`config.mk`:
```
export PLATFORM = sky130hd
export DESIGN_NAME = buttons_ctrl
export DESIGN_NICKNAME = d
export VERILOG_FILES = /design/src/rtl/buttons_pkg.sv /design/src/rtl/btn_debounce.sv /design/src/rtl/buttons_ctrl.sv
export SDC_FILE = /design/constraint.sdc
export NUM_CORES = 1
export LEC_CHECK = 0
export BUFFER_PORTS_ARGS = -buffer_cell sky130_fd_sc_hd__buf_2
export CAP_MARGIN = 25
export CORE_AREA = 2 2 65 67
export CTS_CLUSTER_DIAMETER = 150
export DETAILED_ROUTE_END_ITERATION = 12
export DIE_AREA = 0 0 67 69
export PLACE_DENSITY = 0.78
export SYNTH_ARGS = -nofsm -noshare
export SYNTH_HDL_FRONTEND = slang
export SYNTH_SLANG_ARGS = --single-unit
```
`constraint.sdc`:
```
create_clock -name clk_i -period 1.09 [get_ports clk_i]
set_input_delay 0 -clock clk_i [delete_from_list [all_inputs] [get_ports clk_i]]
set_output_delay 0 -clock clk_i [all_outputs]
set_load 0.01 [all_outputs]
```
`src/rtl/buttons_pkg.sv`:
```
// Shared constants for the push-button peripheral: register word offsets and the
// address window claimed by the decoder.
package buttons_pkg;

  // Register word offsets, decoded from addr_i[3:2]
  localparam logic [1:0] BTN_OFS_STATE = 2'd0;
  localparam logic [1:0] BTN_OFS_EDGE  = 2'd1;
  localparam logic [1:0] BTN_OFS_RSVD  = 2'd2;
  localparam logic [1:0] BTN_OFS_MASK  = 2'd3;

  // Address window, shared with the address decoder
  localparam logic [31:0] BTN_BASE = 32'h7000_0000;
  localparam logic [31:0] BTN_SIZE = 32'h0000_1000;

endpackage

```
`src/rtl/btn_debounce.sv`:
```
// One-bit button conditioner: two-flop synchroniser followed by a persistence
// counter. A changed level is accepted only after it has been seen for
// DEBOUNCE_CYCLES consecutive edges; press_o pulses on the accepting 0 -> 1 edge.
module btn_debounce
  import buttons_pkg::*;
#(
  parameter int unsigned DEBOUNCE_CYCLES = 16
) (
  input  logic clk_i,
  input  logic rst_i,
  input  logic raw_i,
  output logic state_o,
  output logic press_o
);

  localparam int unsigned CntW = $clog2(DEBOUNCE_CYCLES);
  localparam logic [CntW-1:0] CntMax = CntW'(DEBOUNCE_CYCLES - 1);

  logic            sync1_q, sync2_q;
  logic            state_q, state_d;
  logic [CntW-1:0] cnt_q, cnt_d;
  logic            accept;

  // Counter advances while the synchronised level disagrees with the accepted one
  always_comb begin
    state_d = state_q;
    cnt_d   = '0;
    accept  = (sync2_q != state_q) && (cnt_q == CntMax);
    if (sync2_q != state_q) begin
      if (accept) begin
        state_d = sync2_q;
      end else begin
        cnt_d = cnt_q + 1'b1;
      end
    end
  end

  // Synchroniser, counter and accepted state
  always_ff @(posedge clk_i) begin
    if (rst_i) begin
      sync1_q <= 1'b0;
      sync2_q <= 1'b0;
      state_q <= 1'b0;
      cnt_q   <= '0;
    end else begin
      sync1_q <= raw_i;
      sync2_q <= sync1_q;
      state_q <= state_d;
      cnt_q   <= cnt_d;
    end
  end

  assign state_o = state_q;
  // Combinational so the top can set EDGE on the same edge STATE rises
  assign press_o = accept & sync2_q;

endmodule

```
`src/rtl/buttons_ctrl.sv`:
```
// Memory-mapped push-button peripheral: debounced STATE, sticky W1C EDGE capture and
// registered read data (zero on non-read cycles so read buses can be OR-muxed).
// Optional macro BUTTONS_IRQ_EN adds the MASK register at offset 3 and irq_o.
module buttons_ctrl
  import buttons_pkg::*;
#(
  parameter int unsigned N_BUTTONS       = 4,
  parameter int unsigned DEBOUNCE_CYCLES = 16,
  parameter bit          ACTIVE_LOW      = 1'b0
) (
  input  logic                 clk_i,
  input  logic                 rst_i,
  input  logic                 en_i,
  input  logic                 wr_en_i,
  input  logic [31:0]          addr_i,
  input  logic [31:0]          wdata_i,
  output logic [31:0]          rdata_o,
  input  logic [N_BUTTONS-1:0] buttons_i
`ifdef BUTTONS_IRQ_EN
  ,
  output logic                 irq_o
`endif
);

  logic [N_BUTTONS-1:0] raw;
  logic [N_BUTTONS-1:0] state;
  logic [N_BUTTONS-1:0] press;
  logic [N_BUTTONS-1:0] edge_q, edge_d;
  logic [N_BUTTONS-1:0] clr;
  logic [1:0]           ofs;
  logic                 wr_sel, rd_sel;
  logic [31:0]          rdata_d;
  logic                 unused_bits;

  assign ofs    = addr_i[3:2];
  assign wr_sel = en_i & wr_en_i;
  assign rd_sel = en_i & ~wr_en_i;

  // Only the word offset is decoded; the rest of the address is don't-care
  assign unused_bits = ^{addr_i[31:4], addr_i[1:0], wdata_i};

  // Normalise polarity so that 1 always means pressed
  assign raw = buttons_i ^ {N_BUTTONS{ACTIVE_LOW}};

  for (genvar i = 0; i < N_BUTTONS; i++) begin : g_btn
    btn_debounce #(
      .DEBOUNCE_CYCLES(DEBOUNCE_CYCLES)
    ) u_debounce (
      .clk_i  (clk_i),
      .rst_i  (rst_i),
      .raw_i  (raw[i]),
      .state_o(state[i]),
      .press_o(press[i])
    );
  end

  // EDGE next state: write-1-clear first, then OR in new presses so a set wins
  always_comb begin
    clr = '0;
    if (wr_sel && (ofs == BTN_OFS_EDGE)) begin
      clr = wdata_i[N_BUTTONS-1:0];
    end
    edge_d = (edge_q & ~clr) | press;
  end

  // EDGE register
  always_ff @(posedge clk_i) begin
    if (rst_i) begin
      edge_q <= '0;
    end else begin
      edge_q <= edge_d;
    end
  end

`ifdef BUTTONS_IRQ_EN
  logic [N_BUTTONS-1:0] mask_q, mask_d;
  logic                 irq_d;

  // MASK write and interrupt next state
  always_comb begin
    mask_d = mask_q;
    if (wr_sel && (ofs == BTN_OFS_MASK)) begin
      mask_d = wdata_i[N_BUTTONS-1:0];
    end
    irq_d = |(edge_d & mask_d);
  end

  // MASK register and registered interrupt
  always_ff @(posedge clk_i) begin
    if (rst_i) begin
      mask_q <= '0;
      irq_o  <= 1'b0;
    end else begin
      mask_q <= mask_d;
      irq_o  <= irq_d;
    end
  end
`endif

  // Read mux over pre-edge register values; zero unless this is a read
  always_comb begin
    rdata_d = '0;
    if (rd_sel) begin
      case (ofs)
        BTN_OFS_STATE: rdata_d[N_BUTTONS-1:0] = state;
        BTN_OFS_EDGE:  rdata_d[N_BUTTONS-1:0] = edge_q;
`ifdef BUTTONS_IRQ_EN
        BTN_OFS_MASK:  rdata_d[N_BUTTONS-1:0] = mask_q;
`endif
        default:       rdata_d = '0;
      endcase
    end
  end

  // Registered read data
  always_ff @(posedge clk_i) begin
    if (rst_i) begin
      rdata_o <= '0;
    end else begin
      rdata_o <= rdata_d;
    end
  end

endmodule

```
==> metrics.sh <==
OUTCOME='completed'
LAYOUTNONFILLERINSTCOUNT=238
FIN_CRIT_PS=1040
MIN_PATH_CELLS=3
DP_HPWL_MM=1.62
TIMING.CRITICAL_PATH.TO_TYPE='flop'
CELLLEAKAGEPOWER_uW=0.000833
REPORT.FINAL.SETUP_VIOL=0
SYNTH_SEQ_AREA_SHARE_PCT=45.9
DIE_HEIGHT_UM=69
ROUTE.FINAL.WIRE_LENGTH_MM=2.26
GR-USAGE-ALL-LAYERS_PCT=9.53
TIMING.SETUP.TNS_PS=0
WORST_REG_TO_REG_PATH_CELL_COUNT=4
TRITONCTS='yes'
SWITCHING_SHARE_PCT=22.1
CLOCKROOTBUFFER='clkbuf_8'
DR.MAX_LAYER_USED='met4'
DP.CELLS=226
FINAL_CORE_UTIL_PCT=44.2
VIAS=999
GRT_START_MAX_NET_PINS=29
MET1WIRELENGTH_UM=933
VIASPERCELL=4.20
IRDROPWORSTVDD_uV=490
CORE.ROWCOUNT=23
FINAL.SETUP.WORST_SLACK_PS=52.8
NNETSFINAL=264
YS_SEQ_ELEMENTS=36
WORST_SKEW_PAIR.LATE_LATENCY_PS=280
TIMING_HOLD_VIOLATIONS_FINAL=0
CP_DATA_ARRIVAL_TIME_PS=1200
CPPEAKSTAGEDELAY_PS=330
HP-CLASS='input port to flop'
CLK_SLEW_ON_WORST_S_H_PATHS_PS=60
TOP_LEVEL_PORTS=104
IO_BUFFERS=17
POST-ROUTE-PERIOD-UTIL_PCT=95.2
FIRST_PASS_ITERS=4
FILLERINSTANCES=406
CTS_BUFFERS=5
RSZ0062_AT_GRT='no'
SYNTH.CELL_AREA_SQ_UM=1570
INTERNAL_POWER_uW=1820
SYNTH_TOP_AREA_CELL='dfxtp_1'
DRT_ITER0_DRC=37
SYNTHDISTINCTLIBCELLS=19
GP_ROUTABILITY_CONGESTION=0.721
CP_DATA_REQUIRED_TIME_PS=1250
DRV.MAX_CAP_VIOLATION_COUNT=0
PLACEABLECOREAREA_SQ_UM=3910
CTS-ROOT-TO-SINK-BUFFERS=2
MAX_CLOCK_FREQ_MHz=964
PLACE_WS_PS=48.3
POSTSYNTHCELLCOUNT=163
YOSYSWARNINGCOUNT=0
WORST_R2R_START='g_btn[3].u_debounce.cnt_q[0]$_SDFF_PP0_'
CAPTURE_INSTANCE_OF_THE_WORST_REGISTER_TO_REGISTER_PATH='g_btn[3].u_debounce.state_o$_SDFFE_PP0P_'
POWER_SWITCHING_uW=516
START_UTIL_PCT=40.1
CLOCK_POWER_SHARE_PCT=36.3
SYNTH_AREA_PER_CELL_SQ_UM=9.63
LAYOUT-DRIVE-GT1-SHARE_PCT=15.4
MET3_WIRELENGTH_UM=134
CRIT_PATH_CELL_CHAIN='ha_1 > nand3_2 > mux2i_1 > nor2_1'
P_SEQ_SHARE_PCT=57.5
PINS_OVER_THEIR_SLEW_LIMIT=0
FIN_WORST_HOLD_SLACK_PS=14.5
DESIGN.DIE.AREA_SQ_UM=4620
SYNTHTOLAYOUTAREAGROWTH_PCT=10.4
SETUP.REG_TO_REG.WORST_SLACK_PS=50
POWER_FRAC_COMB_PCT=6.2
SYNTH_AREA_LEADERS='dfxtp_1 46%, buf_4 13%, xor2_1 6.7%'
POSTROUTEANTENNANETS=0
CLOCK_SINK_COUNT=36
GRT-OVFL-TOTAL=0
WORST_HOLD_STARTPOINT='wdata_i[0]'
HOLDPATHEND='edge_q[0]$_SDFF_PP0_'
ANTENNA_FOUND_INITIAL=0
CRITICAL_PATH.MAX_FANOUT=3
SYNTH_TOP_CELL_AREA_SHARE_PCT=45.9
GRT_PASS1_VIAS=826
ROUTED_WIRE_LENGTH_PER_INSTANCE_UM=9.47
GRT_FIRST_PASS_WIRELENGTH_MM=3.32
POWER_DENSITY_nW_PER_UM2=1350
POSTCTSSETUPBUFFERS=0
DIE_X_UM=67
DR_WL_MET2_MM=1.14
NUMBER_OF_REMAINING_DRC_ERRORS=0
CP-START-KIND='flop'
NUMBER_OF_ANTENNA_REPAIR_DIODES=0
CRITPATHKIND='flop to flop'
CTS-HTREE-LEVELS=2
SLOWEST_STAGE='dfxtp_1'
FIN_SKEW_PS=2.68
-- power by group through the flow --
stage          clock (uW)  combinational (uW)  sequential, uW
2_1_floorplan           0                 173            1370
3_3_place_gp            0                 127            1370
3_5_place_dp            0                 131            1370
4_1_cts               893                 145            1340
5_1_grt               945                 160            1340
6_report              850                 145            1340
-- layer usage --
layer  vias up  global-route usage (%)
met2        30                    16.6
met4         0                    5.44
li1        517                       -
met5         -                       0
met1       446                    9.39
met3         6                    3.43
-- synth_stat cells --
master    number
mux2i_1        8
nand3b_1       4
and3b_1        4
nand2_1        4
xor2_1        12
nand3_1        8
conb_1         1
buf_4         28
or4b_4         1
nor2b_1        8
and4b_4        1
buf_2          3
o21ai_0        4
a211o_1        4
dfxtp_1       36
buf_6          1
nor2_1        24
inv_1          8
ha_1           4
-- placed cells by master, fill, tap and decap left out, drive strengths merged, types with 5 or more instances in the layout --
master / instances
dfxtp: 36
conb: 28
nor2: 24
buf: 18
xor2: 12
nor2b: 8
mux2i: 8
inv: 8
nand3: 8
clkbuf: 6
dlygate4sd3: 5
-- timing repair --
action | in CTS | in global routing
hold buffers | 5 | 0
endpoints found under the setup margin | 0 | 3
resized for setup | 0 | 3
hold endpoints to repair | 5 | 0
-- worst max-delay path by stage --
| stage | startpoint | to | slack (ps) | cells past startpoint |
|---|---|---|---|---|
| after floorplan | g_btn[0].u_debounce.cnt_q[0]$_SDFF_PP0_ | g_btn[0].u_debounce.state_o$_SDFFE_PP0P_ | 120 | 4 |
| after global placement | g_btn[0].u_debounce.cnt_q[0]$_SDFF_PP0_ | g_btn[0].u_debounce.state_o$_SDFFE_PP0P_ | 70 | 4 |
| after detailed placement | g_btn[3].u_debounce.cnt_q[0]$_SDFF_PP0_ | g_btn[3].u_debounce.state_o$_SDFFE_PP0P_ | 50 | 4 |
| after CTS | g_btn[3].u_debounce.cnt_q[0]$_SDFF_PP0_ | g_btn[3].u_debounce.state_o$_SDFFE_PP0P_ | 40 | 4 |
| after global routing | g_btn[3].u_debounce.cnt_q[0]$_SDFF_PP0_ | g_btn[3].u_debounce.state_o$_SDFFE_PP0P_ | 3 | 4 |
| final | g_btn[3].u_debounce.cnt_q[0]$_SDFF_PP0_ | g_btn[3].u_debounce.state_o$_SDFFE_PP0P_ | 50 | 4 |
-- final cells by class --
class,count,area (sq um),share of cell area (%)
sequential,36,721,41.6
multi-input combinational,114,698,40.3
timing repair buffer,23,143,8.24
clock buffer,6,72.6,4.19
tap,50,62.6,3.61
inverter,8,30.0,1.73
clock inverter,1,5.00,0.289
-- metrics by stage --
step,instance area [sq um],total power [uW]
finish,1730,2340
global route,1730,2450
floorplan,1670,1540
CTS,1720,2380
detailed placement,1590,1500
global placement,1590,1500
-- logic make-up (layout without fill, tap and decap cells) --
group	after synthesis	count (layout)	synth area share, %
xor gates and xnor gates	12	12	6.70
AOI/OAI and AO/OA	8	8	3.51
and+or+nand+nor	54	54	18.3
adders and majority gates	4	4	3.19
DFF	36	36	45.9
buffers and inverters	40	38	17.0
muxes	8	8	5.10
other	1	28	0.239
-- state kept, by name, summed over array words and instances (netlist names) --
| register | cells |
|---|---|
| g_btn.u_debounce.cnt_q | 16 |
| rdata_o | 4 |
| edge_q | 4 |
| g_btn.u_debounce.state_o | 4 |
| g_btn.u_debounce.sync1_q | 4 |
| g_btn.u_debounce.sync2_q | 4 |
-- critical path: cells and delay by family, from the launching register on --
kind | cells | cell delay, ps
fa+ha+maj | 1 | 240
flops | 1 | 330
simple gates | 2 | 150
mux | 1 | 210
No activity file was read; power rests on OpenSTA's default activity.
